File: config.mk
export PLATFORM = sky130hd
export DESIGN_NAME = image_scan_controller_flat
export DESIGN_NICKNAME = d
export VERILOG_FILES = /design/src/rtl/image_scan_controller_if.sv /design/src/rtl/image_scan_controller.sv /design/src/flat_wrapper.sv
export SDC_FILE = /design/constraint.sdc
export NUM_CORES = 1
export LEC_CHECK = 0
export CORE_ASPECT_RATIO = 1.5
export CORE_MARGIN = 2
export CORE_UTILIZATION = 52
export DETAILED_ROUTE_END_ITERATION = 6
export PLACE_DENSITY = 0.84
export SYNTH_ARGS = -nofsm -noshare
export SYNTH_HDL_FRONTEND = slang
export SYNTH_SLANG_ARGS = --single-unit
File: constraint.sdc
create_clock -name clock -period 2.45 [get_ports clock]
set_input_delay 0.49 -clock clock [delete_from_list [all_inputs] [get_ports clock]]
set_output_delay 0.49 -clock clock [all_outputs]
set_load 0.005 [all_outputs]
File: src/rtl/image_scan_controller_if.sv
// Scan-controller handshake bundle: frame request/stall in, pixel coordinate
// stream and frame status out.
interface image_scan_controller_if #(
    parameter int COL_BITS  = 10,
    parameter int ROW_BITS  = 9,
    parameter int ADDR_BITS = 19
);
    logic                 start;
    logic                 stall;
    logic                 busy;
    logic                 pixel_valid;
    logic [COL_BITS-1:0]  col;
    logic [ROW_BITS-1:0]  row;
    logic [ADDR_BITS-1:0] addr;
    logic                 line_end;
    logic                 frame_end;
    logic                 done;

    modport master (
        output start, stall,
        input  busy, pixel_valid, col, row, addr, line_end, frame_end, done
    );

    modport slave (
        input  start, stall,
        output busy, pixel_valid, col, row, addr, line_end, frame_end, done
    );
endinterface

File: src/rtl/image_scan_controller.sv
// Raster scan address generator: walks every pixel of an IMG_WIDTH x IMG_HEIGHT
// frame in row-major order, holding position while downstream stalls.
module image_scan_controller #(
    parameter int IMG_WIDTH  = 640,
    parameter int IMG_HEIGHT = 480,
    parameter int COL_BITS   = 10,
    parameter int ROW_BITS   = 9,
    parameter int ADDR_BITS  = 19
) (
    input  logic                    clock,
    input  logic                    reset,
    image_scan_controller_if.slave  bus
);
    typedef enum logic [1:0] {
        IDLE = 2'd0,
        SCAN = 2'd1,
        DONE = 2'd2
    } scanState_t;

    localparam logic [COL_BITS-1:0]  LAST_COL = COL_BITS'(IMG_WIDTH - 1);
    localparam logic [ROW_BITS-1:0]  LAST_ROW = ROW_BITS'(IMG_HEIGHT - 1);
    localparam logic [COL_BITS-1:0]  COL_ONE  = COL_BITS'(1'b1);
    localparam logic [ROW_BITS-1:0]  ROW_ONE  = ROW_BITS'(1'b1);
    localparam logic [ADDR_BITS-1:0] ADDR_ONE = ADDR_BITS'(1'b1);

    scanState_t           state;
    logic [COL_BITS-1:0]  colCnt;
    logic [ROW_BITS-1:0]  rowCnt;
    logic [ADDR_BITS-1:0] addrCnt;
    logic                 atLastCol;
    logic                 atLastRow;

    assign atLastCol = (colCnt == LAST_COL);
    assign atLastRow = (rowCnt == LAST_ROW);

    // Scan state and position counters; addr advances alongside col so it
    // always equals row*IMG_WIDTH + col without a multiplier.
    always_ff @(posedge clock or posedge reset) begin
        if (reset) begin
            state   <= IDLE;
            colCnt  <= '0;
            rowCnt  <= '0;
            addrCnt <= '0;
        end else begin
            case (state)
                IDLE: begin
                    if (bus.start) begin
                        state   <= SCAN;
                        colCnt  <= '0;
                        rowCnt  <= '0;
                        addrCnt <= '0;
                    end else begin
                        state <= IDLE;
                    end
                end
                SCAN: begin
                    if (!bus.stall) begin
                        if (!atLastCol) begin
                            colCnt  <= colCnt + COL_ONE;
                            addrCnt <= addrCnt + ADDR_ONE;
                        end else if (!atLastRow) begin
                            colCnt  <= '0;
                            rowCnt  <= rowCnt + ROW_ONE;
                            addrCnt <= addrCnt + ADDR_ONE;
                        end else begin
                            state   <= DONE;
                            colCnt  <= '0;
                            rowCnt  <= '0;
                            addrCnt <= '0;
                        end
                    end else begin
                        state <= SCAN;
                    end
                end
                DONE: begin
                    state <= IDLE;
                end
                default: begin
                    state   <= IDLE;
                    colCnt  <= '0;
                    rowCnt  <= '0;
                    addrCnt <= '0;
                end
            endcase
        end
    end

    // Status decodes are zero-latency views of the state and counters.
    assign bus.pixel_valid = (state == SCAN);
    assign bus.busy        = (state == SCAN) || (state == DONE);
    assign bus.done        = (state == DONE);
    assign bus.line_end    = (state == SCAN) && atLastCol;
    assign bus.frame_end   = (state == SCAN) && atLastCol && atLastRow;
    assign bus.col         = colCnt;
    assign bus.row         = rowCnt;
    assign bus.addr        = addrCnt;
endmodule

File: src/flat_wrapper.sv
// flat-port wrapper written by rule: the top's interface ports become plain ports
module image_scan_controller_flat 
#(
    parameter int IMG_WIDTH  = 640,
    parameter int IMG_HEIGHT = 480,
    parameter int COL_BITS   = 10,
    parameter int ROW_BITS   = 9,
    parameter int ADDR_BITS  = 19
)
  (clock, reset, bus_start, bus_stall, bus_busy, bus_pixel_valid, bus_col, bus_row, bus_addr, bus_line_end, bus_frame_end, bus_done);
  image_scan_controller_if #(.COL_BITS(COL_BITS), .ROW_BITS(ROW_BITS), .ADDR_BITS(ADDR_BITS)) bus_i ();
  input  logic clock;
  input  logic reset;
  input wire logic [$bits(bus_i.start)-1:0] bus_start;
  input wire logic [$bits(bus_i.stall)-1:0] bus_stall;
  output wire logic [$bits(bus_i.busy)-1:0] bus_busy;
  output wire logic [$bits(bus_i.pixel_valid)-1:0] bus_pixel_valid;
  output wire logic [$bits(bus_i.col)-1:0] bus_col;
  output wire logic [$bits(bus_i.row)-1:0] bus_row;
  output wire logic [$bits(bus_i.addr)-1:0] bus_addr;
  output wire logic [$bits(bus_i.line_end)-1:0] bus_line_end;
  output wire logic [$bits(bus_i.frame_end)-1:0] bus_frame_end;
  output wire logic [$bits(bus_i.done)-1:0] bus_done;
  assign bus_i.start = bus_start;
  assign bus_i.stall = bus_stall;
  assign bus_busy = bus_i.busy;
  assign bus_pixel_valid = bus_i.pixel_valid;
  assign bus_col = bus_i.col;
  assign bus_row = bus_i.row;
  assign bus_addr = bus_i.addr;
  assign bus_line_end = bus_i.line_end;
  assign bus_frame_end = bus_i.frame_end;
  assign bus_done = bus_i.done;
  image_scan_controller #(.IMG_WIDTH(IMG_WIDTH), .IMG_HEIGHT(IMG_HEIGHT), .COL_BITS(COL_BITS), .ROW_BITS(ROW_BITS), .ADDR_BITS(ADDR_BITS)) u_core (.clock(clock), .reset(reset), .bus(bus_i));
endmodule
# Word-level counts from Yosys, hierarchy flattened

Index checks and enable logic that the tools add are counted.

Eq/ne operators: 9
Reductions and logical operators: 7
Multiplexer cells: 19
Bitwise operators: 1
Add/subtract/negate cells: 3

Operators by type and width:

| kind                                                                    | number |
|---|---|
| 19-bit two-way mux                                                      | 4 |
| 19-bit one-hot mux with 3 select lines                                  | 1 |
| 9-bit two-way mux                                                       | 4 |
| 10-bit two-way mux                                                      | 3 |
| 10-bit one-hot mux with 3 select lines                                  | 1 |
| 9-bit one-hot mux with 3 select lines                                   | 1 |
| 19-bit by 1-bit adder with 19-bit output, second input constant         | 1 |
| 10-bit by 1-bit adder with 10-bit output, second input constant         | 1 |
| 10-bit == test, second input constant                                   | 1 |
| 9-bit by 1-bit adder with 9-bit output, second input constant           | 1 |
| 9-bit == test, second input constant                                    | 1 |
| 2-bit two-way mux                                                       | 3 |
| 3-bit by 2-bit inequality test with 1-bit output, second input constant | 2 |
| 2-bit inequality test, second input constant                            | 2 |
| 2-bit one-hot mux with 2 select lines                                   | 1 |
| 4-bit AND reduction                                                     | 1 |
| 3-bit AND reduction                                                     | 1 |
| 2-bit by 1-bit == test with 1-bit output, second input constant         | 1 |
| 2-bit == test, second input constant                                    | 1 |
| 1-bit logical AND                                                       | 2 |
| 2-bit zero test                                                         | 1 |
| 2-bit by 1-bit inequality test with 1-bit output, second input constant | 1 |
| 2-bit AND reduction                                                     | 1 |
| 1-bit logical OR                                                        | 1 |
| other kinds (2)                                                         | 2 |

Input port bits: 4
Register bits after elaboration: 40
Output and inout port bits: 43
Word-level logic and storage cells: 43

# Logic depth before layout (Yosys ltp)

Gate-level depths: netlist of the first run.

Depth in word-level cells: 5
Depth in mapped cells: 9
Mapped depth without buffers: 6

# Worst setup path after synthesis of the first run

Ideal clock, no wire load.

Path kind: reg2reg
Start point: register u_core.state[0]
End point: register u_core.colCnt[9] (netlist: u_core.bus.col[9])
Cell stages (with the launch flop): 7
Buffers on the path: 1
Clock period less this slack: 2.047 ns
Data arrival time: 1.973 ns
Setup time: 0.075 ns
Setup slack: 0.403 ns
Cell sequence: dfrtp_1 inv_1 ha_1 clkbuf_1 or4_4 or4_4 a21oi_2

Cells in the longest elaborated chain, start to end: 3
Elaborated cells between the ends (all ways): 8
Those cells by class: eq/ne: 4; mux: 1; bitwise: 1; reduce/logical: 2

Ends and longest elaborated chain:

| item                                 | line                        | source |
|---|---|---|
| start: declaration                   | image_scan_controller.sv:26 | `scanState_t state;` |
| start signal: assignment             | image_scan_controller.sv:40 | `state <= IDLE;` |
| start signal: assignment             | image_scan_controller.sv:48 | `state <= SCAN;` |
| start signal: assignment             | image_scan_controller.sv:53 | `state <= IDLE;` |
| 2-bit == test *                      | n/a                         |  |
| net bus_done                         | flat_wrapper.sv:23          | `output wire logic [$bits(bus_i.done)-1:0] bus_done;` |
| 1-bit inverter (no source line)      | n/a                         |  |
| 3-bit AND reduction (no source line) | n/a                         |  |
| end signal: assignment               | image_scan_controller.sv:59 | `colCnt <= colCnt + COL_ONE;` |
| end: declaration                     | image_scan_controller.sv:27 | `logic [COL_BITS-1:0] colCnt;` |

The timed path passes the listed nets; every way through them passes the cells marked *.
A chain may end at the register's enable or synchronous reset.

# Worst setup path in the final report of the first run

Start point: register u_core.state[0]
End point: output port bus_done

Cells in the longest elaborated chain, start to end: 1

Ends and longest elaborated chain:

| item             | line                        | source |
|---|---|---|
| 2-bit == test    | image_scan_controller.sv:91 | `assign bus.done = (state == DONE);` |
| end: declaration | flat_wrapper.sv:23          |  |

No other way between the ends.

==> results.json, run 1 <==
{
  "synth_area_leaders": "dfrtp_1 41%, o31ai_1 4.9%, nand3_1 4.5%",
  "rr_startpoint": "u_core.state[0]",
  "worstSetupPathType": "flip-flop to output pin",
  "hpwl_mm": 4.864,
  "tns_ns": 0,
  "grt.total_usage": 0.2746,
  "ys_types": 50,
  "cp_slowest_stage_delay_ns": 0.59,
  "period_needed_ns": 2.305,
  "layout.nets": 346,
  "grt_pass1_wl_mm": 11.16,
  "syn_inst": 263,
  "wl_mm": 6.811,
  "grt_pass1_vias": 2420,
  "cp.arrival_ns": 1.82,
  "drc": 0,
  "cts-root-buf": "clkbuf_8",
  "grt_max_degree": 41,
  "routed_via_density": 6.566,
  "startpoint_type": "flip-flop",
  "die_area_um2": 5244,
  "setup_violations": 0,
  "yosysSeqAreaShare": 0.4122,
  "place_congestion": 0.8754,
  "final_util": 0.7319,
  "worst_slew_pin_slew_ns": 0.6677,
  "synth_edf_count": 0,
  "wl_per_cell_um": 17.69,
  "p_leak_nw": 1.356,
  "status": "finished, final reports clean",
  "num_antenna_cells": 0,
  "dp_cells": 373,
  "vias": 2528,
  "cts_inserted_buffers": 5,
  "postCtsHoldBufs": 0,
  "ys.flop_type": "dfrtp_1",
  "clkSinkCount": 40,
  "drv_cap": 0,
  "cts.path.max_buffers": 2,
  "antenna_found_initial": 0,
  "yosysWarnings": 0,
  "power_density_nw_per_um2": 693.4,
  "p_comb_frac": 0.409,
  "worstPathRequired_ns": 1.96,
  "critical_path.slowest_cell": "clkdlybuf4s50_1",
  "crit_start": "u_core.state[0]",
  "ys_async_sr_fraction": 1.000,
  "stdcell_count": 385,
  "h-tree-depth": 2,
  "fin_skew_ns": 0.01176,
  "grt_overflow": 0,
  "drive_gt1_frac": 0.1662,
  "clkTransAtPathRegs_ns": 0.08,
  "clkPwrFrac": 0.239,
  "netlist_area_um2": 2429,
  "area_delta_synth_final_pct": 35.75,
  "period_share": 0.9409,
  "first_pass_iters": 5,
  "fp.dieW_um": 59.80,
  "final_antenna_net_count": 0,
  "power.share.switching": 0.3650,
  "cp_max_fo": 9,
  "syn_avg_cell_area_um2": 9.234,
  "rsz0062_at_grt": "false",
  "final_hold_viol_count": 0,
  "max_freq_mhz": 433.8,
  "hp-start": "u_core.bus.row[7]",
  "yosys.area.top_type": "dfrtp_1",
  "die_y_um": 87.70,
  "end_kind": "output pin",
  "rows": 30,
  "p_sw_uw": 834.3,
  "p_seq_frac": 0.352,
  "hp-class": "flip-flop to flip-flop",
  "coreArea_um2": 4504,
  "cts_tree": "built",
  "synth.net_count": 273,
  "slew_headroom": 0.5528,
  "ir_worst_vdd_mv": 0.6151,
  "drv_slew": 0,
  "p_int_mw": 1.452,
  "drt-initial-drc-count": 182,
  "yosysMostFrequentCell": "dfrtp_1",
  "initial_utilization": 0.5392,
  "ys_seq_elements": 40,
  "io_buffer_count": 46,
  "yosys-top-cells-count": "40 x dfrtp_1, 22 x nand3_1, 21 x nand2_1",
  "clkLatencyLatePin_ns": 0.30,
  "synth_top_area_frac": 0.4122,
  "pin_count": 47,
  "worstPathCellList": "inv_1 > ha_1 > clkdlybuf4s50_1"
}
==> metal layers <==
metal,global-route usage,wire (µm),up-vias,part of all wire
li1,-,-,1192,-
met1,0.3318,2697,1213,0.40
met2,0.4545,3581,100,0.53
met3,0.04284,325,23,0.048
met4,0.1556,207,0,0.030
met5,0,0,-,0
==> registers in the layout, indices dropped and copies added, names as in the netlist <==
signal and cells:
u_core.bus.col 10, u_core.state 2, u_core.bus.addr 19, u_core.bus.row 9
==> power by group through the flow <==
stage / clock, mW / sequential [mW] / combinational (mW)
floorplan: 0 / 0.815 / 0.444
global placement: 0 / 0.812 / 0.895
detailed placement: 0 / 0.815 / 0.913
CTS: 0.547 / 0.804 / 0.920
global route: 0.572 / 0.814 / 1.01
finish: 0.547 / 0.805 / 0.934
==> what timing repair did <==
action                                  4_1_cts  5_1_grt
pin swaps                                     1        0
buffers inserted                              3        1
gates resized for setup                       5        2
endpoints found under the setup margin        1        1
==> final timing paths <==
path / endpoint / slack (ns) / cells past startpoint
hold / removal: u_core.bus.row[7] / 0.53 / 1
hold reg to reg: u_core.bus.row[7] / 0.53 / 1
setup / recovery: bus_done / 0.14 / 3
max in group asynchronous: u_core.bus.addr[12] / 1.47 / 3
setup reg to reg: u_core.bus.col[9] / 0.29 / 5
min in group asynchronous: u_core.bus.row[2] / 0.61 / 3
==> stage by stage <==
step | total power, mW | hold slack, ns | worst slack (ns) | area [µm²]
CTS | 2.271 | 0.5396 | 0.04487 | 3282
detailed placement | 1.728 | 0.5235 | 0.01510 | 3134
global route | 2.396 | 0.5571 | 0.06652 | 3297
floorplan | 1.259 | 0.4937 | 0.4027 | 2429
finish | 2.286 | 0.5306 | 0.1447 | 3297
global placement | 1.707 | 0.5095 | 0.04558 | 3134
==> layout make-up <==
type / count / area, µm²
inverter: 8 / 30.03
clock inverter: 3 / 42.54
timing repair buffer: 78 / 726.9
multi-input combinational: 203 / 1368
clock buffer: 5 / 68.82
tap: 48 / 60.06
fill: 345 / 1207
sequential: 40 / 1001
==> cell usage in the layout, fill, tap and decap left out, types with 3 or more instances in the layout <==
master	instances
nand2b_1	3
nand2_1	21
clkbuf_8	5
nand3_1	22
or3_1	4
inv_1	8
a21oi_1	8
and4_1	6
dfrtp_1	40
mux2i_1	3
o31ai_1	16
nor4_1	5
or4_1	12
clkdlybuf4s50_1	44
nor3_1	6
o21ai_0	16
nand4b_1	3
a22oi_1	12
buf_4	30
and3_1	4
nor2_1	7
nand4_1	12
ha_1	4
==> kinds of logic after synthesis <==
logic type,synth area share
flip-flops,0.4122
adder cells (fa/ha/maj),0.03091
AO/OA/AOI/OAI,0.1978
buffers and inverters,0.03297
multiplexers,0.01237
XOR/XNOR,0.01443
AND/OR/NAND/NOR,0.2993
==> critical path, delay by kind of cell, from the launching register on <==
kind / cells / cell delay (ns)
adder cells (fa/ha/maj): 1 / 0.42
buffers and inverters: 2 / 0.68
flip-flops: 1 / 0.42
No activity file was read; power rests on OpenSTA's default activity.
==> inputs of run 2 (changes only) <==
Settings changed: SLEW_MARGIN set to 20.
==> results of run 2 <==
The final DEF is identical to that of run 1; final timing and power are the same.
==> RTL change 1, RTL diff (config.mk and constraints of run 2) <==
Make the reset (`reset`) synchronous in one clocked block.
--- a/src/rtl/image_scan_controller.sv
+++ b/src/rtl/image_scan_controller.sv
@@ -37,3 +37,3 @@
     // always equals row*IMG_WIDTH + col without a multiplier.
-    always_ff @(posedge clock or posedge reset) begin
+    always_ff @(posedge clock) begin
         if (reset) begin
Behaviour: differs if reset is asserted again (counterexample within 4 cycles, from zero or initial values and one cycle with reset high); with reset held inactive, the same outputs for 10 cycles.
==> RTL change 1 against run 2 <==
Wire length fell by 22%. Count of clock-buffer cells in the layout rose by 1. Sequential cell count did not move. Area after synthesis fell by 9.1%. Critical endpoint is now bus_frame_end. Worst setup slack got worse by 120 ps. First-iteration DRC count fell by 38%. Final area fell by 11%.
Power is not compared: it rests on default switching activity, and its combinational part moved more than twofold at a synthesized area within 25%.
==> RTL change 1: results <==
set metrics [dict create \
    status "complete, no violations" \
    clock_path_buffers 2 \
    startpoint "u_core.bus.col[0]" \
    synth_cell_type_count 56 \
    grt_pass1_vias 2023 \
    ys_async_sr_fraction_pct 0 \
    relSlewSlack_pct 58.1 \
    wl_um 5320 \
    r2r_end "u_core.bus.addr[7]" \
    leakagePower_uw 0.00103 \
    nets 327 \
    gp_congestion 0.885 \
    finalSetupViolCount 0 \
    synth_common_cells "40 x dfxtp_1, 36 x nor2_1, 27 x nand2_1" \
    critPathMaxFanout 4 \
    finClkSkew_ps 11.4 \
    drt-vias-per-instance 5.96 \
    drt_iter0_markers 113 \
    reg2reg_from "u_core.state[0]" \
    hpwlAfterDp_um 3890 \
    slowest_stage "clkdlybuf4s50_1" \
    postSynthAreaPerCell_um2 8.69 \
    yosysTopAreaCellShare_pct 36.3 \
    grt_max_degree 17 \
    grt_first_pass_wirelength_um 8970 \
    post-cts-setup-buffers 0 \
    first_pass_iters 4 \
    worstSetupEndpoint "bus_frame_end" \
    worst-endpoint-arrival_ps 1930 \
    max_stage_delay_ps 500 \
    vias 2168 \
    diodes 0 \
    portBuffers 46 \
    yosys_warnings 0 \
    dp_cells 356 \
    seq_area_frac_synth_pct 36.3 \
    synth_nets 264 \
    cp_top_family "simple AND/OR/NAND/NOR gates" \
    reg2reg_depth 8 \
    antenna_found_initial 0 \
    grt_use_total_pct 22.9 \
    ys_top_cells_by_area "dfxtp_1 36%, nor2_1 6.1%, xor2_1 4.8%, nand2_1 4.6%, nand3_1 3.6%" \
    drive_gt1_share_pct 14.8 \
]
RTL change 1: cells by family (layout without fill, tap and decap cells):
group,after synthesis,count (layout),share of synthesized area [%]
simple gates,132,132,33.8
flops,40,40,36.3
compound gates,36,36,12.2
xor+xnor,21,21,8.33
buf+inv,16,80,4.59
fa+ha+maj,6,6,3.40
mux,3,3,1.42
RTL change 1: through the flow:
| step | setup TNS (ps) | instance area (um^2) | util [%] | power (uW) | worst slack (ps) |
|---|---|---|---|---|---|
| after detailed placement | 0 | 2800 | 67.2 | 848 | 66.4 |
| after global routing | -60.9 | 2950 | 70.6 | 1420 | -60.9 |
| after floorplan | 0 | 2210 | - | 789 | 492 |
| after global placement | 0 | 2800 | 67.2 | 845 | 144 |
| after CTS | 0 | 2920 | 69.9 | 1370 | 15.2 |
| final | 0 | 2950 | 70.6 | 1370 | 25.1 |
RTL change 1: power by group:
part	internal [uW]	switching [uW]	total, uW
sequential	656	7.84	664
combinational	79.4	94.0	173
clock	302	232	535
total	1040	334	1370
RTL change 1: routing by layer:
| layer | share of wire, % | track usage (%) | routed length [um] |
|---|---|---|---|
| met1 | 39 | 26.8 | 2090 |
| met5 | 0 | 0 | 0 |
| met2 | 52 | 38.9 | 2770 |
| met3 | 5.8 | 4.50 | 307 |
| met4 | 2.8 | 11.4 | 148 |
RTL change 1: how the worst min path moves through the flow:
stage                              startpoint                   to  slack, ps  depth (start not counted)
final                     u_core.bus.addr[17]  u_core.bus.addr[17]        490                          1
after detailed placement  u_core.bus.addr[17]  u_core.bus.addr[17]        480                          1
after floorplan             u_core.bus.col[1]    u_core.bus.col[1]        480                          2
after CTS                 u_core.bus.addr[17]  u_core.bus.addr[17]        500                          1
after global placement    u_core.bus.addr[17]  u_core.bus.addr[17]        480                          1
after global routing      u_core.bus.addr[17]  u_core.bus.addr[17]        520                          1
RTL change 1: cell type report:
cell class              instances  area [um^2]
fillers                       323         1230
inverters                       8         30.0
flip-flops and latches         40          802
clock inverters                 2         35.0
well taps                      46         57.6
clock buffers                   6         72.6
multi-input cells             198         1340
repair buffers                 64          608
RTL change 1: worst register-to-register path: stages (launching register included):
cell and delay, ps:
dfxtp_1 370, inv_1 80, ha_1 220, nor2b_1 200, or3b_1 430, buf_4 190
nor4_2 360, xnor2_1 170, nor2_1 50
RTL change 1: repair_timing:
item                                    CTS  global route
gates resized for setup                   1             8
pin swaps                                 0             0
endpoints found under the setup margin    1             2
hold buffers                              0             0
==> RTL change 2, RTL diff (settings of run 2) <==
Without the edit above. `COL_BITS` is set to 10 in 3 places; all go to 20.
--- a/src/rtl/image_scan_controller_if.sv
+++ b/src/rtl/image_scan_controller_if.sv
@@ -3,3 +3,3 @@
 interface image_scan_controller_if #(
-    parameter int COL_BITS  = 10,
+    parameter int COL_BITS  = 20,
     parameter int ROW_BITS  = 9,
--- a/src/rtl/image_scan_controller.sv
+++ b/src/rtl/image_scan_controller.sv
@@ -5,3 +5,3 @@
     parameter int IMG_HEIGHT = 480,
-    parameter int COL_BITS   = 10,
+    parameter int COL_BITS   = 20,
     parameter int ROW_BITS   = 9,
--- a/src/flat_wrapper.sv
+++ b/src/flat_wrapper.sv
@@ -5,3 +5,3 @@
     parameter int IMG_HEIGHT = 480,
-    parameter int COL_BITS   = 10,
+    parameter int COL_BITS   = 20,
     parameter int ROW_BITS   = 9,
Ports: changed (resized bus_col); port bits go from 47 to 57. The function was not compared with the original's and may differ.
==> RTL change 2 against run 2 <==
Sequential cell count is 10 higher. Hold slack worse by 28 ps. Global-route usage is 2.2 points lower. Total power is 23% higher. Final area is 19% higher. Fmax is 1.1% lower. Wire length is 13% higher. Worst setup slack worse by 26 ps. Register-to-register slack worse by 20 ps. Area after synthesis is 22% higher. Core utilization is 1.9 points lower. Combinational power is 30% higher. Critical path type unchanged.
==> RTL change 2: results <==
set metrics [dict create \
    status "complete, no violations" \
    ys_async_sr_fraction_pct 100 \
    finClkSkew_ps 6.65 \
    synth_compound_area_share_pct 11.7 \
    diodes 0 \
    grt_pass1_vias 2771 \
    hold_path_class "in2async" \
    worst-endpoint-arrival_ps 1840 \
    synthXorXnorAreaFrac_pct 5.89 \
    worst_slew_pin_slew_ps 684 \
    synth-edff-count 0 \
    finalSetupViolCount 0 \
    wire_per_inst_um 16.5 \
    critPathMaxFanout 2 \
    portBuffers 56 \
    antenna_found_initial 0 \
    grt_overflow 0 \
    synthAdderAreaFrac_pct 2.52 \
    reg2reg_depth 7 \
    synth_common_cells "50 x dfrtp_1, 43 x nand2_1, 27 x nand3_1" \
    synth_nets 327 \
    grt_max_degree 31 \
    drt-vias-per-instance 6.01 \
    root_buffer "clkbuf_8" \
    slowest_stage "dfrtp_1" \
    synth_top_family_by_area "simple AND/OR/NAND/NOR gates" \
    grt_use_total_pct 25.3 \
    ys_top_cells_by_area "dfrtp_1 42%, xor2_1 5.9%, nand2_1 5.4%, nand3_1 4.5%, nor2_1 3.3%" \
    holdWs_ps 503 \
    max_stage_delay_ps 420 \
    h-tree-depth 2 \
    post_dp_cell_area_um2 3780 \
    clk_latency_ps 310 \
    first_pass_iters 4 \
    clock_path_buffers 2 \
    cts_buffers 5 \
    gp_congestion 0.827 \
    nets 406 \
    largest_reg_flops 20 \
    irDropWorstVdd_v 0.000570 \
    startpoint "u_core.bus.col[1]" \
    drive_gt1_share_pct 14.9 \
    synth_cell_type_count 61 \
    r2r_slack_ps 270 \
    drt_iter0_markers 230 \
    r2r_end "u_core.bus.addr[10]" \
    grt_first_pass_wirelength_um 12800 \
    reg2reg_from "u_core.bus.row[0]" \
    leakagePower_uw 0.00167 \
    hpwlAfterDp_um 5650 \
    yosys_warnings 0 \
    seq_area_frac_synth_pct 42.1 \
    path_clk_slew_ps 90 \
    synth.area.mux_share_pct 1.01 \
]
## RTL change 2: changes by cell type after synthesis, moves of 6 or more
| cell | run 2 | this run |
|---|---|---|
| nand2_1 | 21 | 43 |
| nor2_1 | 7 | 26 |
| xor2_1 | 2 | 20 |
| o31ai_1 | 16 | 2 |
| a22oi_1 | 12 | 2 |
| dfrtp_1 | 40 | 50 |
| or4_1 | 12 | 3 |
| a21o_1 | 0 | 6 |
## RTL change 2: what timing repair did
| item | 4_1_cts | 5_1_grt |
|---|---|---|
| pin swaps | 1 | 0 |
| setup buffers | 2 | 0 |
| endpoints found under the setup margin | 2 | 1 |
| endpoints found under the hold margin | 0 | 0 |
| resized for setup | 7 | 1 |
## RTL change 2: cell families (layout without fill, tap and decap cells)
group,count (synthesis),count (layout)
fa+ha+maj,6,6
compound gates,49,49
xor+xnor,20,20
mux,3,3
simple gates,170,170
flops,50,50
buf+inv,19,99
## RTL change 2: routing by layer
metal	vias to the layer above	wire length [um]	GRT usage [%]
met5	-	0	0
met1	1364	3000	29.2
met4	0	199	10.9
met2	115	4050	43.9
met3	19	458	5.12
li1	1311	-	-
## RTL change 2: stage by stage
step	cells	setup slack, ps
after floorplan	317	447
after global placement	457	143
after detailed placement	457	69.7
after CTS	467	111
after global routing	467	33.1
final	467	118
## RTL change 2: critical path, delay by kind of cell, from the launching register on
kind          cells  cell delay (ps)
buf+inv           1              210
flops             1              420
fa+ha+maj         1              170
simple gates      5              730
## RTL change 2: layout make-up
class | instances | area [um^2]
flip-flops and latches | 50 | 1250
well taps | 70 | 87.6
multi-input cells | 248 | 1650
clock inverters | 3 | 21.3
repair buffers | 85 | 815
inverters | 6 | 22.5
fillers | 421 | 1580
clock buffers | 5 | 68.8
## RTL change 2: power by group
part | total, uW | internal, uW | switching, uW
clock network | 493 | 201 | 292
logic | 1210 | 574 | 635
registers | 1110 | 945 | 167
total | 2810 | 1720 | 1090
## RTL change 2: how the worst max path moves through the flow
stage               slack, ps            endpoint  cells past startpoint
floorplan                 450       bus_frame_end                      7
global placement          140   u_core.bus.col[9]                      6
detailed placement         70  u_core.bus.col[19]                      6
CTS                       110       bus_frame_end                      7
global route               30       bus_frame_end                      7
finish                    120       bus_frame_end                      7
